## config.mk

```make
export PLATFORM = sky130hd
export DESIGN_NAME = call_stack_flat
export DESIGN_NICKNAME = d
export VERILOG_FILES = /design/src/rtl/call_stack_pkg.sv /design/src/rtl/call_stack_if.sv /design/src/rtl/call_stack_mem.sv /design/src/rtl/call_stack.sv /design/src/flat_wrapper.sv
export SDC_FILE = /design/constraint.sdc
export NUM_CORES = 1
export LEC_CHECK = 0
export BUFFER_PORTS_ARGS = -buffer_cell sky130_fd_sc_hd__buf_2
export CAP_MARGIN = 20
export CORE_MARGIN = 5
export CORE_UTILIZATION = 40
export CTS_CLUSTER_SIZE = 25
export DETAILED_ROUTE_END_ITERATION = 10
export PLACE_DENSITY_LB_ADDON = 0.12
export SLEW_MARGIN = 10
export SYNTH_ARGS = -nofsm -noshare
export SYNTH_HDL_FRONTEND = slang
export SYNTH_SLANG_ARGS = --single-unit
```

## constraint.sdc

```tcl
create_clock -name clk -period 4.1 [get_ports clk]
set_clock_uncertainty 0.2 [all_clocks]
set_input_delay 0.615 -clock clk [delete_from_list [all_inputs] [get_ports clk]]
set_output_delay 0.615 -clock clk [all_outputs]
set_load 0.05 [all_outputs]
```

## src/rtl/call_stack_pkg.sv

```systemverilog
// rtl/call_stack_pkg.sv - shared types and defaults for the return-address stack
package call_stack_pkg;

  localparam int DEF_ADDR_W = 19;
  localparam int DEF_DEPTH  = 8;

  typedef enum logic [1:0] {
    ST_EMPTY,
    ST_PARTIAL,
    ST_FULL
  } stack_state_e;

  // Occupancy class is implied by the entry count alone
  function automatic stack_state_e classify(input int cnt, input int depth);
    if (cnt == 0)
      return ST_EMPTY;
    else if (cnt >= depth)
      return ST_FULL;
    else
      return ST_PARTIAL;
  endfunction

endpackage

```

## src/rtl/call_stack_if.sv

```systemverilog
// rtl/call_stack_if.sv - control-side strobes and stack status bundle
interface call_stack_if
  import call_stack_pkg::*;
#(
  parameter int ADDR_W = DEF_ADDR_W,
  parameter int PTR_W  = $clog2(DEF_DEPTH)
);

  logic              push;
  logic              pop;
  logic              stall;
  logic [ADDR_W-1:0] push_addr;
  logic              err_clr;
  logic [ADDR_W-1:0] ret_addr;
  logic              empty;
  logic              full;
  logic [PTR_W:0]    count;
  logic              ovf;
  logic              unf;

  modport master (
    output push, pop, stall, push_addr, err_clr,
    input  ret_addr, empty, full, count, ovf, unf
  );

  modport slave (
    input  push, pop, stall, push_addr, err_clr,
    output ret_addr, empty, full, count, ovf, unf
  );

endinterface

```

## src/rtl/call_stack_mem.sv

```systemverilog
// rtl/call_stack_mem.sv - DEPTH x ADDR_W register file, one sync write, one async read
module call_stack_mem
  import call_stack_pkg::*;
#(
  parameter int ADDR_W = DEF_ADDR_W,
  parameter int DEPTH  = DEF_DEPTH,
  parameter int PTR_W  = $clog2(DEPTH)
) (
  input  logic              clk,
  input  logic              rst_n,
  input  logic              we_i,
  input  logic [PTR_W-1:0]  waddr_i,
  input  logic [ADDR_W-1:0] wdata_i,
  input  logic [PTR_W-1:0]  raddr_i,
  output logic [ADDR_W-1:0] rdata_o
);

  logic [ADDR_W-1:0] mem_q [DEPTH];

  always_ff @(posedge clk or negedge rst_n) begin
    if (!rst_n) begin
      for (int i = 0; i < DEPTH; i++)
        mem_q[i] <= '0;
    end else if (we_i) begin
      mem_q[waddr_i] <= wdata_i;
    end
  end

  assign rdata_o = mem_q[raddr_i];

endmodule

```

## src/rtl/call_stack.sv

```systemverilog
// rtl/call_stack.sv - hardware return-address stack for CALL/RET
// Stack pointer, push/pop guards and sticky error flags; storage in call_stack_mem.
module call_stack
  import call_stack_pkg::*;
#(
  parameter int ADDR_W = DEF_ADDR_W,
  parameter int DEPTH  = DEF_DEPTH,
  parameter int PTR_W  = $clog2(DEPTH)
) (
  input  logic          clk,
  input  logic          rst_n,
  call_stack_if.slave   bus
);

  localparam logic [PTR_W:0] ONE = {{PTR_W{1'b0}}, 1'b1};

  logic [PTR_W:0]    sp_q, sp_d;
  logic              ovf_q, ovf_d;
  logic              unf_q, unf_d;
  logic              do_push, do_pop;
  logic              we;
  logic [PTR_W-1:0]  waddr;
  logic [PTR_W-1:0]  top_idx;
  logic [ADDR_W-1:0] top_data;
  stack_state_e      st;

  assign do_push = bus.push & ~bus.stall;
  assign do_pop  = bus.pop  & ~bus.stall;
  assign st      = classify(int'(sp_q), DEPTH);
  assign top_idx = PTR_W'(sp_q - ONE);

  call_stack_mem #(
    .ADDR_W (ADDR_W),
    .DEPTH  (DEPTH),
    .PTR_W  (PTR_W)
  ) u_mem (
    .clk     (clk),
    .rst_n   (rst_n),
    .we_i    (we),
    .waddr_i (waddr),
    .wdata_i (bus.push_addr),
    .raddr_i (top_idx),
    .rdata_o (top_data)
  );

  // Clear first so that an error event in the same cycle sets the flag again
  always_comb begin
    sp_d  = sp_q;
    ovf_d = ovf_q;
    unf_d = unf_q;
    we    = 1'b0;
    waddr = PTR_W'(sp_q);
    if (bus.err_clr) begin
      ovf_d = 1'b0;
      unf_d = 1'b0;
    end
    unique case ({do_push, do_pop})
      2'b10: begin
        if (st != ST_FULL) begin
          we   = 1'b1;
          sp_d = sp_q + ONE;
        end else begin
          ovf_d = 1'b1;
        end
      end
      2'b01: begin
        if (st != ST_EMPTY)
          sp_d = sp_q - ONE;
        else
          unf_d = 1'b1;
      end
      2'b11: begin
        we = 1'b1;
        if (st == ST_EMPTY)
          sp_d = ONE;
        else
          waddr = top_idx;
      end
      default: ;
    endcase
  end

  always_ff @(posedge clk or negedge rst_n) begin
    if (!rst_n) begin
      sp_q  <= '0;
      ovf_q <= 1'b0;
      unf_q <= 1'b0;
    end else begin
      sp_q  <= sp_d;
      ovf_q <= ovf_d;
      unf_q <= unf_d;
    end
  end

  assign bus.count    = sp_q;
  assign bus.empty    = (st == ST_EMPTY);
  assign bus.full     = (st == ST_FULL);
  assign bus.ovf      = ovf_q;
  assign bus.unf      = unf_q;
  assign bus.ret_addr = (st == ST_EMPTY) ? '0 : top_data;

endmodule

```

## src/flat_wrapper.sv

```systemverilog
// flat-port wrapper written by rule: the top's interface ports become plain ports
module call_stack_flat import call_stack_pkg::*;
#(
  parameter int ADDR_W = DEF_ADDR_W,
  parameter int DEPTH  = DEF_DEPTH,
  parameter int PTR_W  = $clog2(DEPTH)
)
  (clk, rst_n, bus_push, bus_pop, bus_stall, bus_push_addr, bus_err_clr, bus_ret_addr, bus_empty, bus_full, bus_count, bus_ovf, bus_unf);
  call_stack_if #(.ADDR_W(ADDR_W), .PTR_W(PTR_W)) bus_i ();
  input  logic clk;
  input  logic rst_n;
  input wire logic [$bits(bus_i.push)-1:0] bus_push;
  input wire logic [$bits(bus_i.pop)-1:0] bus_pop;
  input wire logic [$bits(bus_i.stall)-1:0] bus_stall;
  input wire logic [$bits(bus_i.push_addr)-1:0] bus_push_addr;
  input wire logic [$bits(bus_i.err_clr)-1:0] bus_err_clr;
  output wire logic [$bits(bus_i.ret_addr)-1:0] bus_ret_addr;
  output wire logic [$bits(bus_i.empty)-1:0] bus_empty;
  output wire logic [$bits(bus_i.full)-1:0] bus_full;
  output wire logic [$bits(bus_i.count)-1:0] bus_count;
  output wire logic [$bits(bus_i.ovf)-1:0] bus_ovf;
  output wire logic [$bits(bus_i.unf)-1:0] bus_unf;
  assign bus_i.push = bus_push;
  assign bus_i.pop = bus_pop;
  assign bus_i.stall = bus_stall;
  assign bus_i.push_addr = bus_push_addr;
  assign bus_i.err_clr = bus_err_clr;
  assign bus_ret_addr = bus_i.ret_addr;
  assign bus_empty = bus_i.empty;
  assign bus_full = bus_i.full;
  assign bus_count = bus_i.count;
  assign bus_ovf = bus_i.ovf;
  assign bus_unf = bus_i.unf;
  call_stack #(.ADDR_W(ADDR_W), .DEPTH(DEPTH), .PTR_W(PTR_W)) u_core (.clk(clk), .rst_n(rst_n), .bus(bus_i));
endmodule
```

# After elaboration in Yosys (flattened, before gate mapping)
# Index checks and enable logic that the tools add are counted.
# word_totals
reg_bits,158
out_inout_bits,27
inputBits,25
word_cells,59
latch_bits,0
mem_bits_ro,0
ramBits,0
n_memories,0
# classes
n_div,0
n_reduce_logical,6
mux,23
n_bitwise,5
n_lt_le_gt_ge,4
shifts,0
multipliers,0
n_eq_ne,8
add_sub_neg,2
# ops
cell,count
bitwise mux 152 bit,1
2-to-1 mux 19 bit,4
binary-select mux 19 bit (select 3 bit),1
demux 19 bit (select 3 bit),1
>= comparator 4 bit (second input constant),3
2-to-1 mux 4 bit,3
one-hot mux 4 bit (3 select lines),1
inverter 3 -> 4 bit,2
2-to-1 mux 1 bit,7
== test 2 bit (second input constant),3
2-to-1 mux 3 bit,2
adder 4 x 1 -> 4 bit (second input constant),1
zero test 4 bit,1
< comparator 4 x 1 -> 1 bit (second input constant),1
2-to-1 mux 2 bit,2
inequality test 2 x 1 -> 1 bit (second input constant),2
inequality test 2 bit (second input constant),2
AND reduction 4 bit,1
subtractor 4 x 1 -> 4 bit (second input constant),1
nonzero test 3 bit,1
AND 1 bit,2
== test 2 x 1 -> 1 bit (second input constant),1
zero test 2 bit,1
one-hot mux 1 bit (2 select lines),1
3 further kinds,3

# Longest topological paths before layout
# depth
depth_word,12
mapped_depth,10
ltp_nobuf,7

# Cells and area by module
# From an unflattened synthesis, not the netlist that was laid out.
# hier_totals
cells_unflattened,480
hier_area_um2,7788.7
# by_module_without_submodules
mod,area_each_um2,instances,cells_each
call_stack_mem,7103.1,1,394
call_stack,685.7,1,86

# Worst setup path before layout
# No wires, ideal clock.
# synth_path
kind,register -> output
start,"register u_core.sp_q[1], in the netlist u_core.bus.count[1]"
end,output port bus_ret_addr[0]
n_path_buf,2
setup_slack_ps,373
required_ps,3285
path_stages_with_launch,8
arrival_time_ps,2912
path_cell_list,dfrtp_1 -> inv_1 -> ha_1 -> clkbuf_1 -> clkbuf_1 -> mux4_2 -> inv_1 -> o22ai_1
# synth_between
elab_chain_cells,6
# synth_lines
element,line,rtl
start: declaration,call_stack.sv:17,"logic [PTR_W:0] sp_q, sp_d;"
start signal: assignment,call_stack.sv:89,sp_q <= sp_d;
subtractor 4 x 1 -> 4 bit,call_stack.sv:30,assign top_idx = PTR_W'(sp_q - ONE);
inverter 3 -> 4 bit (implied by the code),call_stack_mem.sv:29,assign rdata_o = mem_q[raddr_i];
binary-select mux 19 bit (select 3 bit),call_stack_mem.sv:29,
2-to-1 mux 19 bit (implied by the code) (2 in series),call_stack_mem.sv:29,
2-to-1 mux 19 bit *,call_stack.sv:100,assign bus.ret_addr = (st == ST_EMPTY) ? '0 : top_data;
end: declaration,flat_wrapper.sv:17,output wire logic [$bits(bus_i.ret_addr)-1:0] bus_ret_addr;
# Every way passes the cells marked *; elsewhere a longest branch is shown, timed or not. The select of a mux whose other input is x is not followed.

# Worst setup path in the final report
# layout_path
start,"register u_core.sp_q[1], in the netlist u_core.bus.count[1]"
end,output port bus_ret_addr[7]
# The elaborated chain is that of the path after synthesis.

==> summary.md <==
| Metric | Value |
|---|---|
| Synthesized flop and latch total | 158 |
| Final net count | 594 |
| Flop-to-flop setup slack | 0.69 ns |
| CP arrival | 2.91 ns |
| Post-placement setup slack | 0.752 ns |
| Synth area leader | dfrtp_1 |
| Max-cap check violation count | 0 |
| Post-Syn Area | 7830 µm² |
| I/O pin cnt | 52 |
| Via count | 4489 |
| Layout fillers | 1753 |
| Ant diodes | 0 |
| Pin count of the biggest net entering global routing | 84 |
| Data required, critical path | 3.28 ns |
| Initial antenna violation count | 0 |
| Async set-reset flop share out of synthesis | 100% |
| Post-DR wirelength/cell | 20.3 µm |
| Min-delay worst type | in2async |
| Leakage | 4.21 nW |
| CP endpoint kind | output pin |
| First-pass GRT wire length | 28100 µm |
| PD cells | 932 nW/µm² |
| Die H | 150 µm |
| Worst slew pin tran | 0.992 ns |
| Crit Path Max Fanout | 17 |
| Final slew viol count | 0 |
| Status | completed |
| Max_slew headroom | 33.9% |
| Count of final setup violators | 0 |
| Design Area, Final | 8990 µm² |
| Post-Syn Instances | 514 |
| Antenna-violating nets left | 0 |
| Die Width | 150 µm |
| Post-CTS sizing | 0 |
| Ys Warns | 0 |
| Synth unique cells | 49 |
| Postcts setup bufs | 0 |
| GPL Wtd Cong | 0.763 |
| Total track usage | 16.5% |
| Fmax | 0.268 GHz |
| # port buffers | 51 |
| Initial Utilization | 40.4% |
| Setup TNS Final | 0 ns |
| Final min period | 3.73 ns |
| Worst-path clk slew | 0.06 ns |
| Avg Cell Area, Syn | 15.2 µm² |
| CP Launch Point | u_core.bus.count[1]$_DFFE_PN0P_ |
| Vias in the first global route | 4897 |
| Area of the multi-input gates | 3490 µm² |
| Area contributors post-synth | dfrtp_1 50%, mux4_2 11%, mux2_2 10% |
| Worst-Skew Late Latency | 0.42 ns |
| Max VDD drop | 0.000432 V |
| Pwr Total | 8.38 mW |
| Clock root cell | clkbuf_16 |
| R2R depth | 8 |
| Critical setup path kind | reg2out |
| Area delta synth->final | 14.8% |
| Layout cells sized above 1 | 47.9% |
| Seq. cell area | 3960 µm² |
| Via-to-Cell Ratio | 5.31 |
| CTS Hold Bufs | 0 |
| Setup slack after layout | 0.374 ns |
| Row count | 51 |
| Syn Nets | 541 |
| Synth top area share | 50.5% |
| Sequential area share after synthesis | 50.5% |
| DP HPWL | 10700 µm |
| Area of the die | 22500 µm² |
| Crit share post-route | 90.9% |
| CTS tree | built |
| Core Area | 19400 µm² |
| Post-synth EDFFs | 0 |
| CTS Buf Count | 17 |
| H-tree Lvls | 4 |
| Capture point of the worst reg-to-reg path | u_core.u_mem.mem_q[0]$_DFFE_PN0P_ |
| Clock Path Buffers | 2 |
| Dpl cell area | 8380 µm² |
| Crit path launch type | flop |
| Routed Wire Length | 17200 µm |
| Hold Vio Cnt, Final | 0 |
| Critical Path End | bus_ret_addr[7] |
| Drt drc | 0 |
| R2r startpoint | u_core.bus.count[1]$_DFFE_PN0P_ |
| Initial DRC Count | 259 |
| Sink Count | 158 |
| Synth Flop Type | dfrtp_1 |
| Grt ovf | 0 |
| Pre-antenna DRT Iters | 4 |
| RSZ-0062 raised after global routing | false |
sequential cells by signal, indices dropped and copies added, names as in the netlist:
name	cells
u_core.u_mem.mem_q	152
u_core.bus.count	4
u_core.bus.ovf	1
u_core.bus.unf	1
critical path, stage by stage, from the launching register on:
cell,delay (ns)
dfrtp_1,0.54
inv_1,0.17
ha_2,0.68
buf_4,0.32
mux4_2,0.36
inv_1,0.07
o22ai_1,0.08
buf_2,0.25
worst min-delay path by stage:
stage	to	slack [ns]
floorplan	u_core.bus.count[0]$_DFFE_PN0P_	0.12
global placement	u_core.u_mem.mem_q[74]$_DFFE_PN0P_	0.26
detailed placement	u_core.u_mem.mem_q[8]$_DFFE_PN0P_	0.27
CTS	u_core.u_mem.mem_q[13]$_DFFE_PN0P_	0.08
global route	u_core.u_mem.mem_q[51]$_DFFE_PN0P_	0.13
finish	u_core.u_mem.mem_q[13]$_DFFE_PN0P_	0.06
stage by stage:
| step | util [%] | hold WS [ns] | std cells |
|---|---|---|---|
| floorplan | - | 0.119 | 514 |
| global placement | 43.2 | 0.262 | 813 |
| detailed placement | 43.2 | 0.274 | 813 |
| CTS | 46.3 | 0.0776 | 845 |
| global route | 46.3 | 0.126 | 845 |
| finish | 46.3 | 0.0587 | 845 |
placed cells by master, fill, tap and decap left out, types with 5 or more instances in the layout:
cell and instances:
inv_1 44, mux2_1 30, mux4_2 38, clkbuf_8 5, mux2_2 73, mux2_4 50
o22ai_1 21, buf_2 50, dfrtp_1 157, clkbuf_16 17, buf_4 12
cells in the mapped netlist (all sizes together), types with 3 or more instances:
| master | instances |
|---|---|
| dfrtp | 158 |
| a211oi | 4 |
| mux4 | 38 |
| o22ai | 21 |
| a21oi | 5 |
| clkbuf | 14 |
| or2 | 3 |
| nor2b | 3 |
| nand2 | 3 |
| o211a | 4 |
| mux2 | 153 |
| buf | 19 |
| a22oi | 3 |
| nand2b | 3 |
| inv | 44 |
| o21ai | 4 |
| o221ai | 4 |
power by group:
part / total [mW] / internal, mW / switching, mW / leakage, nW
sequential: 2.64 / 2.26 / 0.384 / 2.00
combinational: 4.13 / 1.79 / 2.35 / 1.92
clock: 1.61 / 0.983 / 0.627 / 0.290
metal layers:
metal | routed length, µm | GRT usage [%] | vias to the layer above
li1 | - | - | 2013
met3 | 598 | 3.33 | 16
met5 | 0 | 0 | -
met2 | 8120 | 25.4 | 69
met1 | 8220 | 23.5 | 2391
met4 | 254 | 5.26 | 0
final cells by class:
cell class / instances / area share, %
Multi-Input combinational cell: 278 / 38.8
Sequential cell: 158 / 44.0
Tap cell: 265 / 3.69
Timing Repair Buffer: 67 / 4.80
Clock inverter: 7 / 1.13
Inverter: 45 / 1.93
Clock buffer: 25 / 5.62
kinds of logic (layout without fill, tap and decap cells):
| kind of cell | after synthesis | in the layout | share of synthesized area [%] |
|---|---|---|---|
| simple gates | 30 | 30 | 2.67 |
| buf+inv | 78 | 144 | 4.99 |
| compound gates | 54 | 54 | 6.07 |
| fa+ha+maj | 2 | 2 | 0.320 |
| flops | 158 | 158 | 50.5 |
| mux | 192 | 192 | 35.5 |
(Power assumes the default switching activity.)
